`src/rtl/fp_comp_pkg.sv`:
```
// Shared types for the FloPoCo comparator: exception codes, canonical NaN, result flags.
package fp_comp_pkg;

    typedef enum logic [1:0] {
        ZERO   = 2'b00,
        NORMAL = 2'b01,
        INF    = 2'b10,
        NAN    = 2'b11
    } exc_e;

    // Widest legal operand (WE=15, WF=52); narrower builds take the top W bits.
    localparam int unsigned FP_MAX_W = 70;
    localparam logic [FP_MAX_W-1:0] CANON_NAN_MAX = {2'b11, {(FP_MAX_W-2){1'b0}}};

    typedef struct packed {
        logic unordered;
        logic lt;
        logic eq;
        logic gt;
    } cmp_flags_t;

endpackage

```
`src/rtl/fp_comp_core.sv`:
```
// Combinational decode and compare of two FloPoCo operands into one-hot result flags.
module fp_comp_core
    import fp_comp_pkg::*;
#(
    parameter int WE = 8,
    parameter int WF = 23
) (
    input  logic [WE+WF+2:0] x_i,
    input  logic [WE+WF+2:0] y_i,
    output cmp_flags_t       flags_o
);

    exc_e              x_exc, y_exc;
    logic              x_sgn, y_sgn;
    logic [WE+WF-1:0]  x_mag, y_mag;
    logic [2:0]        x_rank, y_rank;

    // Coarse class: -inf < -normal < zero < +normal < +inf; zero ignores sign.
    function automatic logic [2:0] rank(input exc_e e, input logic s);
        case (e)
            NORMAL:  rank = s ? 3'd1 : 3'd3;
            INF:     rank = s ? 3'd0 : 3'd4;
            default: rank = 3'd2;
        endcase
    endfunction

    assign x_exc  = exc_e'(x_i[WE+WF+2 -: 2]);
    assign y_exc  = exc_e'(y_i[WE+WF+2 -: 2]);
    assign x_sgn  = x_i[WE+WF];
    assign y_sgn  = y_i[WE+WF];
    assign x_mag  = x_i[WE+WF-1:0];
    assign y_mag  = y_i[WE+WF-1:0];
    assign x_rank = rank(x_exc, x_sgn);
    assign y_rank = rank(y_exc, y_sgn);

    always_comb begin
        flags_o = '0;
        if (x_exc == NAN || y_exc == NAN) begin
            flags_o.unordered = 1'b1;
        end else if (x_rank != y_rank) begin
            flags_o.lt = (x_rank < y_rank);
            flags_o.gt = (x_rank > y_rank);
        end else if (x_exc == NORMAL) begin
            // Same-sign normals: magnitude order, flipped for negatives.
            if (x_mag == y_mag)
                flags_o.eq = 1'b1;
            else if ((x_mag < y_mag) ^ x_sgn)
                flags_o.lt = 1'b1;
            else
                flags_o.gt = 1'b1;
        end else begin
            flags_o.eq = 1'b1;
        end
    end

endmodule

```
`src/rtl/fp_comp_pipe.sv`:
```
// Pipelined FloPoCo comparator with saturating unordered-result counter.
// Optional min/max outputs are built when FPCOMP_MINMAX_EN is defined.
module fp_comp_pipe
    import fp_comp_pkg::*;
#(
    parameter int WE         = 8,
    parameter int WF         = 23,
    parameter int NUM_STAGES = 1,
    parameter int CNT_W      = 16
) (
    input  logic                 clk,
    input  logic                 rst,
    input  logic                 ce,
    input  logic                 in_valid,
    input  logic [WE+WF+2:0]     X,
    input  logic [WE+WF+2:0]     Y,
    output logic                 out_valid,
    output logic                 unordered,
    output logic                 XltY,
    output logic                 XeqY,
    output logic                 XleY,
    output logic                 XgtY,
`ifdef FPCOMP_MINMAX_EN
    output logic [WE+WF+2:0]     min_out,
    output logic [WE+WF+2:0]     max_out,
`endif
    output logic [CNT_W-1:0]     unord_cnt
);

    localparam int W = WE + WF + 3;

    cmp_flags_t                   flags_d;
    cmp_flags_t [NUM_STAGES-1:0]  flags_q;
    logic       [NUM_STAGES-1:0]  vld_q;
    logic       [CNT_W-1:0]       cnt_q;

    fp_comp_core #(.WE(WE), .WF(WF)) u_core (
        .x_i     (X),
        .y_i     (Y),
        .flags_o (flags_d)
    );

    always_ff @(posedge clk or posedge rst) begin
        if (rst) begin
            vld_q   <= '0;
            flags_q <= '0;
            cnt_q   <= '0;
        end else if (ce) begin
            vld_q[0]   <= in_valid;
            flags_q[0] <= flags_d;
            for (int i = 1; i < NUM_STAGES; i++) begin
                vld_q[i]   <= vld_q[i-1];
                flags_q[i] <= flags_q[i-1];
            end
            // Counts results as they are consumed from the output register.
            if (vld_q[NUM_STAGES-1] && flags_q[NUM_STAGES-1].unordered && cnt_q != '1)
                cnt_q <= cnt_q + 1'b1;
        end
    end

    assign out_valid = vld_q[NUM_STAGES-1];
    assign unordered = flags_q[NUM_STAGES-1].unordered;
    assign XltY      = flags_q[NUM_STAGES-1].lt;
    assign XeqY      = flags_q[NUM_STAGES-1].eq;
    assign XleY      = flags_q[NUM_STAGES-1].lt | flags_q[NUM_STAGES-1].eq;
    assign XgtY      = flags_q[NUM_STAGES-1].gt;
    assign unord_cnt = cnt_q;

`ifdef FPCOMP_MINMAX_EN
    localparam logic [W-1:0] CANON_NAN = CANON_NAN_MAX[FP_MAX_W-1 -: W];

    logic [W-1:0]                  min_d, max_d;
    logic [NUM_STAGES-1:0][W-1:0]  min_q, max_q;
    logic                          zero_pair;

    // Signed-zero pairs pick by sign so -0 is reported as the minimum.
    assign zero_pair = (exc_e'(X[W-1 -: 2]) == ZERO) && (exc_e'(Y[W-1 -: 2]) == ZERO) &&
                       (X[WE+WF] != Y[WE+WF]);

    always_comb begin
        min_d = (flags_d.lt | flags_d.eq) ? X : Y;
        max_d = (flags_d.lt | flags_d.eq) ? Y : X;
        if (flags_d.unordered) begin
            min_d = CANON_NAN;
            max_d = CANON_NAN;
        end else if (zero_pair) begin
            min_d = X[WE+WF] ? X : Y;
            max_d = X[WE+WF] ? Y : X;
        end
    end

    always_ff @(posedge clk or posedge rst) begin
        if (rst) begin
            min_q <= '0;
            max_q <= '0;
        end else if (ce) begin
            min_q[0] <= min_d;
            max_q[0] <= max_d;
            for (int i = 1; i < NUM_STAGES; i++) begin
                min_q[i] <= min_q[i-1];
                max_q[i] <= max_q[i-1];
            end
        end
    end

    assign min_out = min_q[NUM_STAGES-1];
    assign max_out = max_q[NUM_STAGES-1];
`else
    // Flags-only build: no operand storage in the pipeline.
`endif

endmodule

```
`config.mk`:
```
export PLATFORM = sky130hd
export DESIGN_NAME = fp_comp_pipe
export DESIGN_NICKNAME = d
export VERILOG_FILES = /design/src/rtl/fp_comp_pkg.sv /design/src/rtl/fp_comp_core.sv /design/src/rtl/fp_comp_pipe.sv
export SDC_FILE = /design/constraint.sdc
export NUM_CORES = 1
export LEC_CHECK = 0
export CORE_MARGIN = 2
export CORE_UTILIZATION = 60
export CTS_BUF_LIST = sky130_fd_sc_hd__clkbuf_2
export CTS_CLUSTER_DIAMETER = 200
export DETAILED_ROUTE_END_ITERATION = 16
export DONT_BUFFER_PORTS = 1
export PLACE_DENSITY = 0.79
export SYNTH_ARGS = -nofsm -noshare
export SYNTH_HDL_FRONTEND = slang
export SYNTH_SLANG_ARGS = --single-unit
```
`constraint.sdc`:
```
create_clock -name clk -period 1.6 [get_ports clk]
set_clock_uncertainty 0.2 [all_clocks]
set_input_delay 0.24 -clock clk [delete_from_list [all_inputs] [get_ports clk]]
set_output_delay 0.24 -clock clk [all_outputs]
set_load 0.01 [all_outputs]
```
# == Word level (Yosys, flattened, before mapping) ==
# Index checks and enable logic that the tools add are counted.
# word_totals
reg_bits,21
output_inout_bits,22
input_bits,72
word_cells,44
# op_classes
order_cmp,3
n_bitwise,2
n_reduce_logical,4
eq_ne,9
n_addsub,1
n_mux,19
# ops
op,count
$eq 31x31->1,1
$lt 31x31->1,1
$add 16x1->16 const B,1
$ne 16x16->1 const B,1
$mux 1,12
$pmux 3 s2,2
$mux 3,3
$eq 2x2->1 const B,4
$eq 2x1->1 const B,2
$mux 2,2
$gt 3x3->1,1
$lt 3x3->1,1
$ne 3x3->1,1
$logic_and 1x1->1,2
$reduce_and 2->1,1
$logic_or 1x1->1,1
$or 1x1->1,1
$xor 1x1->1,1

# == Longest topological paths before layout ==
# Gate-level depths: netlist (run 1).
# logic_depth
depth_word,7
depth_mapped,10
ltp_nobuf,10

# == Cells and area by module ==
# A second synthesis (run 1) with hierarchy kept.
# hier_totals
cells_unflattened,246
area_unflattened_um2,2184.6
# modules_own_cells
module,instances,area_each_um2,seq_area_each_um2,cells_each
fp_comp_core,1,1152.4,0.0,158
fp_comp_pipe,1,1032.2,525.5,88

# == Least setup slack after synthesis (run 1) ==
# OpenSTA, ideal clock, no wires.
# synth_timing
kind,input port to flip-flop
start,input port Y[32]
end,"register flags_q, in the netlist XltY"
setup_ps,66
path_slack_ps,-689
required_ps,1334
t_arrival_ps,2023
n_path_buf,0
cell_stages,10
cell_sequence,inv_1 -> ha_1 -> or3b_2 -> ha_1 -> nand3_1 -> nand2b_1 -> nor3b_1 -> nor3b_1 -> mux2i_1 -> nand2_1
# synth_between
elab_chain_cells,5
word_cells_on_any_way,9
cone_classes,order compare (1); eq/ne (4); mux (3); reduce/logical (1)
# synth_rtl
element,line,rtl
start: declaration,fp_comp_pipe.sv:16,"input logic [WE+WF+2:0] Y,"
$eq 2x2->1 / $eq 2x1->1 (equally long branches),fp_comp_core.sv:20,case (e)
$pmux 3 s2,fp_comp_core.sv:20,
$lt 3x3->1 / $ne 3x3->1 (equally long branches),"fp_comp_core.sv:41, fp_comp_core.sv:40",
$mux 1,fp_comp_core.sv:40,end else if (x_rank != y_rank) begin
$mux 3 (*),fp_comp_core.sv:38,if (x_exc == NAN || y_exc == NAN) begin
end signal: indexed assignment,fp_comp_pipe.sv:53,flags_q[i] <= flags_q[i-1];
end: declaration,fp_comp_pipe.sv:33,cmp_flags_t [NUM_STAGES-1:0] flags_q;
# Every way passes the cells marked *; elsewhere a longest branch is shown, timed or not.
# A chain may end at the register's enable or synchronous reset.

# == Worst setup path after layout (run 1) ==
# layout_timing
start,register cnt_q[8] (netlist: unord_cnt[8])
end,register cnt_q[1] (netlist: unord_cnt[1])
# layout_between
elab_chain_cells,3
# layout_rtl
element,line,rtl
start: declaration,fp_comp_pipe.sv:35,logic [CNT_W-1:0] cnt_q;
start signal: assignment,fp_comp_pipe.sv:57,cnt_q <= cnt_q + 1'b1;
$ne 16x16->1,fp_comp_pipe.sv:56,if (vld_q[NUM_STAGES-1] && flags_q[NUM_STAGES-1].unordered && cnt_q != '1)
$logic_and 1x1->1,fp_comp_pipe.sv:56,
$reduce_and 2->1 (no source line),n/a,
# Every way passes these cells.

==> impl.org, run 1 <==
** Status
- Outcome :: finished with violations
- The checks that failed: setup timing.

** Finish
- With fillers left out, the area of the finished cells amounts to 0.00284 mm2.
- For this run, the number of standard cells in the final layout without fillers is ~330.
- The filler cells instantiated in the layout total about 190.
- Relative to the synthesized area, the layout overhead comes to 38.1%.
- In the final layout, the share of cells above drive strength 1 is 0.372.
- The library cell used most frequently in the layout, excluding fill and tap cells, is sky130_fd_sc_hd__buf_4.
- After the last flow step, the layout net total stands at about 400.
- 0 antenna diodes ended up in the layout.
- Commonest non-fill, non-tap cells in the layout :: sky130_fd_sc_hd__buf_4 (45), sky130_fd_sc_hd__inv_1 (38), sky130_fd_sc_hd__ha_1 (28), sky130_fd_sc_hd__dfrtp_1 (16), sky130_fd_sc_hd__nand2_1 (16)

** STA
- Crit path time final :: roughly 1800 ps
- Setup violations remaining at the end of the flow were counted as 18.
- Max Transition Viols Final :: 0
- At the pin with the least slew margin, the transition time is approximately 370 ps.
- Portion of the clock cycle consumed by the worst path in the final layout :: 1.11
- Summed over all failing endpoints, the final setup total negative slack is -1910 ps.
- Worst-case headroom to the max-slew limit :: 0.751
- Timing would allow up to roughly 0.56 GHz.
- Once routing completed, OpenROAD measured the worst setup slack at -174 ps.
- Number of endpoints with negative hold slack in the final report :: 0
- Setup repair after global routing could not meet its margin everywhere.
- Hold slack :: 92.1 ps

** Placement
- In this run the cell area measured after placement is ~0.0025 mm2.
- The count of buffers added on input and output ports is 0.
- Once detailed placement completed, the half-perimeter wirelength came to around 4000 um.
- At the end of routability-driven placement, the weighted congestion stood at 0.841.
- In this run, placement finished with an instance count of between 300 and 400.

** Worst setup path
- Worst r2r path cells :: 6
- Across all register-to-register paths, the minimum setup slack is -170 ps.
- WS Path Type :: flip-flop to flip-flop
- Maximum fanout encountered on the critical timing path :: 6
- Data on the critical path is required at its endpoint by around 1600 ps.
- Arrival time of the worst setup path :: about 1800 ps
- Capture instance of the worst register-to-register path :: unord_cnt[1]
- Counting buffers and inverters, the worst setup path is 6 cells deep.
- Walking the worst path, the cells encountered are and4_4, nand4_4, nor3_4, nor2_4, buf_12, mux2_4.
- Tracing the worst setup path back leads to its startpoint at unord_cnt[8].
- CP startpoint kind :: flip-flop
- Buffering stage count on the worst path with inverters included :: 1
- Cell class contributing the biggest share of worst-path delay :: simple AND/OR/NAND/NOR gates
- Endpoint class of the critical path :: flip-flop
- The largest individual stage delay along the critical path comes from the cell sky130_fd_sc_hd__dfrtp_2.
- Reg-to-Reg Start :: unord_cnt[8]
- The largest single stage delay on the critical path is 410 ps.

** Drt
- For this run, design rule violations remaining after detail routing come to 0.
- Once detail routing completed, the nets flagged for antenna violations numbered 0.
- In the routed layout, each cell is associated on average with a via count of between 5 and 6.
- Count of routing violations after the opening detailed-route iteration :: just under 80
- Wire length after detailed routing :: 5310 um
- Router iterations before antenna repair :: 4
- Wirelength per Cell :: 15.9 um
- The routed layout has between 1,500 and 2,000 vias.

** Yosys
- Cell area after synthesis :: 0.00205 mm2
- Number of flops mapped to enable cells by yosys :: 0
- Avg Synthesized Cell Area :: between 8 and 9 um2
- Sequential area share after synthesis :: 0.256
- In this run, synthesis produced a sequential element count of 21.
- sky130_fd_sc_hd__dfrtp_1 takes more of the synthesized area than any other cell.
- Synth top area share :: 0.256
- Of all flip-flops after synthesis, the portion carrying an async set or reset was 1.00.
- Netlist cell types :: 39
- Synthesis produced a netlist whose cell count is 231.
- Yosys attributes the largest share of cell area to sky130_fd_sc_hd__dfrtp_1 (26%), sky130_fd_sc_hd__ha_1 (25%), sky130_fd_sc_hd__inv_1 (7.9%).
- When the netlist entered floorplanning its net count stood at 344.
- Number of synthesis warnings :: 0
- Dominant synthesized flop cell :: sky130_fd_sc_hd__dfrtp_1

** Floorplanning
- Die outline width :: between 60 and 70 um
- I/O pin count :: 94
- The initial utilization of the core area, before any placement, comes to 0.621.
- The initialized floorplan defines 21 standard-cell rows.
- Die H :: approximately 63 um
- The die covers ~0.0039 mm2.
- Core area :: between 0.003 and 0.004 mm2

** Global route
- The first global-routing pass estimated ~8700 um of wire.
- Via count of the first global-routing pass :: 2,005
- The initial antenna violation count came to 0.
- Entering global routing, the biggest net connects 22 pins.
- Summed over all layers, the global routing overflow is 0.
- For this run, the total global-route usage over all layers was measured as 0.274.

** Clocking
- In this run, CTS created clock tree buffers numbering 3.
- The tree built by TritonCTS fans out to 21 sinks.
- In this run the number of H-tree levels came out at 1.
- TritonCTS built the clock tree.
- Clock-pin slew was measured on the worst setup and hold paths at roughly 190 ps.
- Number of buffers on the longest clock path :: 2
- Worst-skew pair later-pin latency :: around 320 ps
- The tree is rooted in a sky130_fd_sc_hd__clkbuf_2.

** Worst hold path
- Hold endpoint :: unord_cnt[8]
- Launch point of the worst hold path :: ce
- Along the worst hold path, the cell count comes to 4.
- In this run the worst hold path is classified as input port to flip-flop.

** Power and ir drop
- In this run the power density over the cells is 617 mW/mm2.
- The worst-case IR drop observed on VDD is 0.754 mV.
- Reported leakage power :: between 0.001 and 0.0015 uW
- Power comes to around 1800 uW.

** Run
- The tool flagged a number of max-cap violations equal to 0.
synthesized netlist by cell type, types with 2 or more instances:
cell / n
sky130_fd_sc_hd__nor3b_1: 3
sky130_fd_sc_hd__nor2_1: 9
sky130_fd_sc_hd__mux2i_1: 3
sky130_fd_sc_hd__a211oi_1: 2
sky130_fd_sc_hd__mux2_2: 2
sky130_fd_sc_hd__xor2_1: 5
sky130_fd_sc_hd__ha_1: 41
sky130_fd_sc_hd__and3_1: 2
sky130_fd_sc_hd__inv_1: 43
sky130_fd_sc_hd__nand3_1: 7
sky130_fd_sc_hd__dfrtp_1: 21
sky130_fd_sc_hd__o211ai_1: 2
sky130_fd_sc_hd__nor3_1: 2
sky130_fd_sc_hd__nor3_2: 2
sky130_fd_sc_hd__nand4_4: 3
sky130_fd_sc_hd__o21ai_0: 6
sky130_fd_sc_hd__nor4_1: 2
sky130_fd_sc_hd__nand2_1: 18
sky130_fd_sc_hd__nand4_1: 13
sky130_fd_sc_hd__a21oi_1: 15
sky130_fd_sc_hd__xnor2_1: 10
sky130_fd_sc_hd__nor2b_1: 3
how the worst max path moves through the flow:
stage                                to  slack, ps
final                      unord_cnt[1]       -170
after global routing      unord_cnt[11]       -240
after CTS                  unord_cnt[1]       -170
after detailed placement           XltY       -550
after global placement             XltY       -530
after floorplan                    XltY       -420
routing by layer:
| metal | wire length, um | GRT usage | vias to the layer above |
|---|---|---|---|
| met5 | 0 | 0 | - |
| met3 | 291 | 0.0685 | 0 |
| met4 | 0 | 0.0361 | 0 |
| li1 | - | - | 915 |
| met2 | 2890 | 0.528 | 66 |
| met1 | 2120 | 0.310 | 905 |
worst min-delay path, stage by stage:
cell and delay, ps:
sky130_fd_sc_hd__nand3_1 150, sky130_fd_sc_hd__nor3_2 100, sky130_fd_sc_hd__nand2_1 60, sky130_fd_sc_hd__xnor2_1 60
report_power, final:
group	internal (uW)	total [uW]	leakage (uW)	switching, uW
Sequential	612	677	0.000267	65.6
Combinational	424	851	0.00115	427
Clock	66.2	224	0.0000166	157
Total	1100	1750	0.00143	650
timing repair:
action,CTS,global route
hold endpoints to repair,26,0
hold buffers,4,0
setup buffers,6,1
cloned,0,0
pin swaps,27,16
setup endpoints to repair,17,19
gates resized for setup,19,11
cell families (layout without fill, tap and decap cells):
family,after synthesis,in the layout,share of synthesized area
mux,6,6,0.0329
buf+inv,43,100,0.0786
xor+xnor,15,15,0.0639
simple gates,74,74,0.232
flops,21,21,0.256
fa+ha+maj,41,41,0.250
compound gates,31,31,0.0871
through the flow:
stage | worst slack (ps) | utilization
after floorplan | -418 | -
after global placement | -531 | 0.765
after detailed placement | -553 | 0.765
after CTS | -171 | 0.833
after global routing | -243 | 0.857
final | -174 | 0.857
state kept, by name, indices dropped and copies added, names as in the netlist:
signal,count
unord_cnt,16
XeqY,1
XgtY,1
XltY,1
out_valid,1
unordered,1
cell type report:
class | instances | area (um2) | area share
multi-input cells | 167 | 1630 | 0.574
clock buffers | 4 | 20.0 | 0.00705
flip-flops and latches | 21 | 532 | 0.187
well taps | 46 | 57.6 | 0.0203
repair buffers | 53 | 432 | 0.152
inverters | 43 | 169 | 0.0595
No activity file was read; power rests on OpenSTA's default activity.
==> inputs of run 2 (changes only) <==
--- a/config.mk
+++ b/config.mk
@@ -11,6 +11,7 @@
 export CTS_CLUSTER_DIAMETER = 200
 export DETAILED_ROUTE_END_ITERATION = 16
 export DONT_BUFFER_PORTS = 1
+export HOLD_SLACK_MARGIN = 0.15
 export PLACE_DENSITY = 0.79
 export SYNTH_ARGS = -nofsm -noshare
 export SYNTH_HDL_FRONTEND = slang
==> impl.org, run 2 (synthesis results as in run 1) <==
** Status
- Failing checks :: hold timing, setup timing
- The flow ran to the end, but the final reports show violations.

** Finish
- Final standard cell utilization of the core :: 0.858 (about the same)
- Final-stage net count :: 403 (+0.25%)
- Flip-flop and latch area :: 532 um2 (unchanged)
- Area of the multi-input gates :: 0.00162 mm2 (-0.38%)
- The share of post-route cells with drive strength above 1 was 0.374 (+0.00217).
- The layout filler cell count was 192 (unchanged).
- N_diodes :: 0 (unchanged)
- Relative area change from synthesis to final layout :: 38.2% (about the same)
- The number of flip-flops in the largest register came to 16 (unchanged).
- In the layout the commonest cells are sky130_fd_sc_hd__buf_4 (46), sky130_fd_sc_hd__inv_1 (38), sky130_fd_sc_hd__ha_1 (28), sky130_fd_sc_hd__dfrtp_1 (16), sky130_fd_sc_hd__nand2_1 (16).
- Most common library cell in the layout ignoring fill and taps :: sky130_fd_sc_hd__buf_4

** Worst hold path
- For hold timing, the worst endpoint is XeqY.
- In this run the worst hold path is classified as input port to flip-flop.
- The worst hold path begins at ce.
- The depth of the worst hold-timing path is 1 (-3).

** Drt
- ANT nets after route :: 0 (unchanged)
- Vias per std cell :: 5.76 (+2.0%)
- Wire length after detailed routing :: 5350 um (+0.74%)
- The length of the first detailed-routing pass in iterations is 4 (unchanged).
- The number of remaining DRC errors is 0 (unchanged).
- Count of routing violations after the opening detailed-route iteration :: 102 (+29%)
- The via count came to 1,929 (+2.3%).
- The average detailed-routed wire length per instance was 16.0 um (+0.43%).

** STA
- Hold slack :: -213 ps (-305 ps)
- Smallest setup slack after layout :: -186 ps (-12.5 ps)
- The final setup violation count came to 18 (unchanged).
- The fmax came to 0.560 GHz (-0.70%).
- The worst max-slew margin expressed relative to the limit came to 0.730 (-0.0219).
- Portion of the clock cycle consumed by the worst path in the final layout :: 1.12 (+0.00782)
- Max Transition Viols Final :: 0 (unchanged)
- The setup TNS after final layout is -1970 ps (-65.8 ps).
- The final number of hold-violating endpoints was 4 (+4).
- The minimum period implied by the final worst setup slack came to 1790 ps (+12.5 ps).
- Unrepaired setup endpoints after global routing :: yes
- The transition at the pin with the smallest max-transition slack was 404 ps (+32.7 ps).

** Global route
- The total global-route track usage was 0.275 (+0.000279).
- The met2 demand-to-capacity share in global routing was 0.517 (-0.0108).
- met2 is the most crowded layer.
- Via count of the first global-routing pass :: 2,016 (+0.55%)
- First-pass GRT wire length :: 8690 um (-0.15%)
- The maximum number of pins on one net before global-route repair came to 22 (unchanged).
- The global-route congestion overflow total came to 0 (unchanged).
- The global-route met1 utilization came to 0.301 (-0.00957).
- Met3 track utilization from global routing :: 0.0829 (+0.0144)
- Number of antenna violations at the first check in global routing :: 0 (unchanged)

** Floorplanning
- The die outline area was 0.00391 mm2 (unchanged).
- Die outline width :: 62.5 um (unchanged)
- Initial cell density of the core :: 0.621 (unchanged)
- The overall die height is 62.5 um (unchanged).
- I/O pin count :: 94 (unchanged)
- The core footprint came to 0.00331 mm2 (unchanged).
- The number of rows created at floorplan came to 21 (unchanged).

** Worst setup path
- The highest net fanout along the worst path was 3 (-3).
- The endpoint identified for the worst register-to-register timing path is unord_cnt[1].
- The setup path with the least slack is of type input port to flip-flop.
- Reg-to-Reg Start :: unord_cnt[8]
- Crit path required time :: 1680 ps (+50 ps)
- Arrival time of the worst setup path :: 1860 ps (+60 ps)
- CP startpoint kind :: input port
- Endpoint class of the critical path :: flip-flop
- Worst r2r path cells :: 6 (unchanged)
- The register-to-register path setup slack is -170 ps (about the same).

** Placement
- HPWL after detailed placement :: 4020 um (unchanged)
- The count of buffers inserted at the top-level ports came to 0 (unchanged).
- Pre-CTS setup slack :: -553 ps (unchanged)
- Routability congestion estimate from global placement :: 0.841 (unchanged)

** Clocking
- The number of buffers inserted by hold repair at cts was 5 (+1).
- The deepest clock path buffer count was 2 (unchanged).
- Number of clock sinks seen by CTS :: 21 (unchanged)
- Number of buffers created by CTS :: 3 (unchanged)
- The source-to-sink clock delay at the later pin of the worst-skew pair is 320 ps (about the same).
- In this run the clock root is driven by a sky130_fd_sc_hd__clkbuf_2.
- TritonCTS built the clock tree.
- The clock slew seen by the registers of the worst setup and hold paths came to 190 ps (about the same).
- H-Tree Depth :: 1 (unchanged)

** Power and ir drop
- Highest ir drop seen on vdd :: 0.642 mV (-15%)
- Pwr per Cell Area :: 620 mW/mm2 (+0.41%)
- Reported leakage power :: 0.00142 uW (-0.78%)

** Run
- The max-cap violation count came to 0 (unchanged).
run 2: changes by cell type in the layout (fill, tap and decap cells not counted):
| cell | delta |
|---|---|
| sky130_fd_sc_hd__nor3_2 | +1 |
| sky130_fd_sc_hd__buf_4 | +1 |
| sky130_fd_sc_hd__nor3_4 | -1 |
run 2: layout make-up:
type	count	share of cell area
inverters	43	0.0595
well taps	46	0.0203
clock buffers	4	0.00705
multi-input cells	167	0.571
flip-flops and latches	21	0.187
repair buffers	54	0.155
run 2: per-stage QoR:
step | power (uW) | cells | instance area, um2
2_1_floorplan | 1120 | 231 | 2150
3_3_place_gp | 1360 | 319 | 2530
3_5_place_dp | 1420 | 319 | 2530
4_1_cts | 1710 | 334 | 2770
5_1_grt | 1880 | 335 | 2840
6_report | 1760 | 335 | 2840
run 2: critical path: stages:
cell,delay [ps]
sky130_fd_sc_hd__ha_4,210
sky130_fd_sc_hd__or3b_4,380
sky130_fd_sc_hd__ha_4,300
sky130_fd_sc_hd__nand2_2,70
sky130_fd_sc_hd__o21ai_2,140
sky130_fd_sc_hd__nand4_1,140
sky130_fd_sc_hd__nor2_1,190
sky130_fd_sc_hd__a21oi_1,110
sky130_fd_sc_hd__nand2_1,80
run 2: worst max-delay path by stage:
stage                  from       endpoint  slack, ps
2_1_floorplan         Y[33]           XltY       -420
3_3_place_gp           Y[8]           XltY       -530
3_5_place_dp           Y[8]           XltY       -550
4_1_cts        unord_cnt[7]   unord_cnt[1]       -170
5_1_grt        unord_cnt[0]  unord_cnt[11]       -240
6_report              Y[33]           XgtY       -190
run 2: layer usage:
layer  wire (um)  vias to the layer above
li1            -                      915
met1        2120                      923
met2        2860                       85
met3         326                        6
met4          36                        0
met5           0                        -
run 2: repair_timing:
| item | CTS | global route |
|---|---|---|
| hold endpoints to repair | 30 | 9 |
| buffers inserted | 6 | 2 |
| endpoints found under the setup margin | 17 | 20 |
| pin swaps | 27 | 15 |
| gates resized for setup | 19 | 10 |
| cloned | 0 | 0 |
run 2: report_power, final:
part / internal [uW] / switching, uW
logic: 425 / 433
clock network: 66.2 / 158
registers: 612 / 65.0
total: 1100 / 657
==> inputs of run 3 (changes only) <==
--- a/config.mk
+++ b/config.mk
@@ -5,8 +5,8 @@
 export SDC_FILE = /design/constraint.sdc
 export NUM_CORES = 1
 export LEC_CHECK = 0
-export CORE_MARGIN = 2
-export CORE_UTILIZATION = 60
+export CORE_MARGIN = 1
+export CORE_UTILIZATION = 63
 export CTS_BUF_LIST = sky130_fd_sc_hd__clkbuf_2
 export CTS_CLUSTER_DIAMETER = 200
 export DETAILED_ROUTE_END_ITERATION = 16
==> constraint.sdc (replaced) <==
create_clock -name clk -period 2.27 [get_ports clk]
set_clock_uncertainty 0.2 [all_clocks]
set_input_delay 0.3405 -clock clk [delete_from_list [all_inputs] [get_ports clk]]
set_output_delay 0.3405 -clock clk [all_outputs]
set_load 0.01 [all_outputs]
==> impl.org, run 3 (synthesis results as in run 1) <==
** Clocking
- Clock tree from TritonCTS :: done
- Worst-skew pair later-pin latency :: 320 ps (about the same)
- CTS root buffer :: sky130_fd_sc_hd__clkbuf_2
- The clock slew seen by the registers of the worst setup and hold paths is 190 ps (about the same).
- Number of clock sinks seen by CTS :: 21 (unchanged)
- Number of buffers on the longest clock path :: 2 (unchanged)
- H-Tree Depth :: 1 (unchanged)
- The number of buffers inserted during clock tree synthesis came to 3 (unchanged).

** Power and ir drop
- Power share of the clock group :: 0.154 (+0.027)
- The sequential fraction of design power came to 0.486 (+0.101).
- Pwr per Cell Area :: 445 mW/mm2 (-28%)
- The static leakage came to 0.00119 uW (-16%).
- The worst vdd rail ir drop was 0.286 mV (-55%).
- Combinational group share of total power :: 0.360 (-0.128)
- Switching share of total power :: 0.368 (-0.00472)
- Switching Power :: 372 uW (-43%)
- The cell internal power dissipation is 637 uW (-42%).

** Floorplanning
- Initial cell density of the core :: 0.667 (+0.0469)
- The number of rows created at floorplan came to 20 (-4.8%).
- The number of I/O pins is 94 (unchanged).
- Die outline width :: 59.1 um (-5.5%)
- Die H :: 59.1 um (-5.5%)
- Area enclosed by the die boundary :: 0.00349 mm2 (-11%)
- Core area :: 0.00308 mm2 (-7.0%)

** Worst setup path
- Chain of cells forming the critical path :: inv_1, ha_1, or3b_4, ha_4, nand2_1, o21ai_0, nand4_1, nor2_1, a21oi_1, nand2_1
- The highest net fanout along the worst path is 3 (unchanged).
- Slowest library cell on the worst path :: sky130_fd_sc_hd__or3b_4
- The total buffers and inverters traversed by the critical path came to 1 (+1).
- The most numerous cell type found on the critical path is sky130_fd_sc_hd__nand2_1.
- On the critical path the largest part of the delay comes from simple AND/OR/NAND/NOR gates.
- The critical path's largest stage delay came to 400 ps (+20 ps).
- The worst setup path is captured at a flip-flop.
- WS Path Type :: input port to flip-flop
- STA classifies the critical path startpoint as an input port.
- The required arrival time at the worst endpoint came to 2350 ps (+670 ps).
- Arrival time of the worst setup path :: 2150 ps (+290 ps)

** Status
- The run finished with clean final reports.

** STA
- The total count of max-transition violations in the final report is 0 (unchanged).
- Based on the critical path, the design can be clocked at up to ~0.48 GHz.
- Unrepaired setup endpoints after global routing :: no
- Final setup violation count :: 0 (-18)
- In the finished design, the share of the clock period the worst path needs comes to 0.910.
- Actual transition at the worst max-transition pin :: 780 ps (+376 ps)
- Crit path time final :: 2060 ps
- Worst-case headroom to the max-slew limit :: 0.480 (-0.250)
- The final number of hold-violating endpoints is 0 (-4).

** Finish
- The library cells used most frequently in the layout, excluding fill and tap cells, are sky130_fd_sc_hd__inv_1 (43), sky130_fd_sc_hd__ha_1 (40), sky130_fd_sc_hd__dfrtp_1 (21), sky130_fd_sc_hd__nand2_1 (18), sky130_fd_sc_hd__a21oi_1 (15).
- Final-stage net count :: 362 (-10%)
- Compared with the post-synthesis result, the final layout area differs by 10.4%.
- The share of post-route cells with drive strength above 1 came to 0.117 (-0.257).
- The number of standard cells in the layout, taps in and fillers out came to 292 (-13%).
- The design area came to 0.00227 mm2 (-20%).
- The number of flip-flops in the largest register is 16 (unchanged).
- Filler Cell Count :: 248 (+29%)
- Flip-flop and latch area :: 526 um2 (-1.2%)
- N_diodes :: 0 (unchanged)
- Area of the multi-input gates :: 0.00139 mm2 (-14%)
- Most common library cell in the layout ignoring fill and taps :: sky130_fd_sc_hd__inv_1

** Placement
- The placed cell area came to 0.00219 mm2 (-14%).
- HPWL after detailed placement :: 3130 um (-22%)
- Number of instances in the placed design :: 282 (-12%)
- Number of buffers inserted by port buffering :: 0 (unchanged)
- The routability congestion estimate from global placement was 0.748 (-11%).

** Drt
- Wire length after detailed routing :: 3730 um (-30%)
- The via count is 1,646 (-15%).
- The number of violations reported at the end of detailed-routing iteration 0 was 58 (-43%).
- The average detailed-routed wire length per instance was 12.8 um (-20%).
- Vias per std cell :: 5.64 (-2.1%)
- The number of remaining DRC errors is 0 (unchanged).
- The remaining number of nets flagged by the antenna check after routing was 0 (unchanged).
- The length of the first detailed-routing pass in iterations is 4 (unchanged).

** Run
- Number of maximum-capacitance violations :: 0 (unchanged)

** Global route
- The initial antenna violation count came to 0 (unchanged).
- Total congestion overflow :: 0 (unchanged)
- Largest net degree at the start of global routing :: 22 (unchanged)
- GRT Util Overall :: 0.221 (-0.0538)
- Via count of the first global-routing pass :: 1,485 (-26%)
- The wire length of the first global-routing pass came to 6040 um (-31%).

** Worst hold path
- In this run the worst hold path is classified as input port to flip-flop.
[run 3: cell types whose count changed in the layout (fill, tap and decap cells not counted), sizes merged]
cell         delta
buf            -43
dlygate4sd3     +2
[run 3: tightest hold or removal path, stage by stage]
cell and delay, ps:
sky130_fd_sc_hd__nand3_1 150, sky130_fd_sc_hd__nor4_1 100, sky130_fd_sc_hd__xnor2_1 110
[run 3: area by class of cell]
type,count,share of cell area
clock buffers,4,0.00883
inverters,43,0.0712
multi-input cells,167,0.614
flip-flops and latches,21,0.232
well taps,44,0.0243
repair buffers,13,0.0497
[run 3: final timing paths]
| kind | from | endpoint | slack, ps | cells past startpoint |
|---|---|---|---|---|
| max | Y[32] | XgtY | 210 | 10 |
| min | ce | unord_cnt[14] | 210 | 3 |
| max reg2reg | unord_cnt[9] | unord_cnt[9] | 280 | 7 |
| min reg2reg | unord_cnt[15] | unord_cnt[15] | 360 | 1 |
| max in group asynchronous | rst | unord_cnt[14] | 980 | 2 |
| min in group asynchronous | rst | unord_cnt[5] | 400 | 2 |
[run 3: per-stage QoR]
step / util / hold WS, ps / setup WS [ps] / setup TNS [ps] / power [uW]
6_report: 0.737 / 208 / 205 / 0 / 1010
5_1_grt: 0.737 / 176 / 32.6 / 0 / 1090
4_1_cts: 0.737 / 207 / 275 / 0 / 1010
3_5_place_dp: 0.711 / 222 / -79.6 / -155 / 848
3_3_place_gp: 0.711 / 210 / -39.1 / -53.7 / 840
2_1_floorplan: - / 117 / 26.2 / 0 / 752
[run 3: what timing repair did]
action,4_1_cts,5_1_grt
endpoints found under the setup margin,0,0
hold endpoints to repair,26,0
setup buffers,0,0
gates resized for setup,0,0
hold buffers,6,0
[run 3: per-layer routing]
layer	up-vias	part of all wire	GRT usage
met2	57	0.49	0.391
met1	747	0.43	0.270
met4	0	0.011	0.0374
met3	6	0.064	0.0611
met5	-	0	0
li1	836	-	-
[run 3: power by group through the flow]
stage	sequential [uW]	clock (uW)	combinational, uW
2_1_floorplan	521	0	231
3_3_place_gp	497	0	343
3_5_place_dp	497	0	350
4_1_cts	490	160	363
5_1_grt	498	176	418
6_report	490	156	363
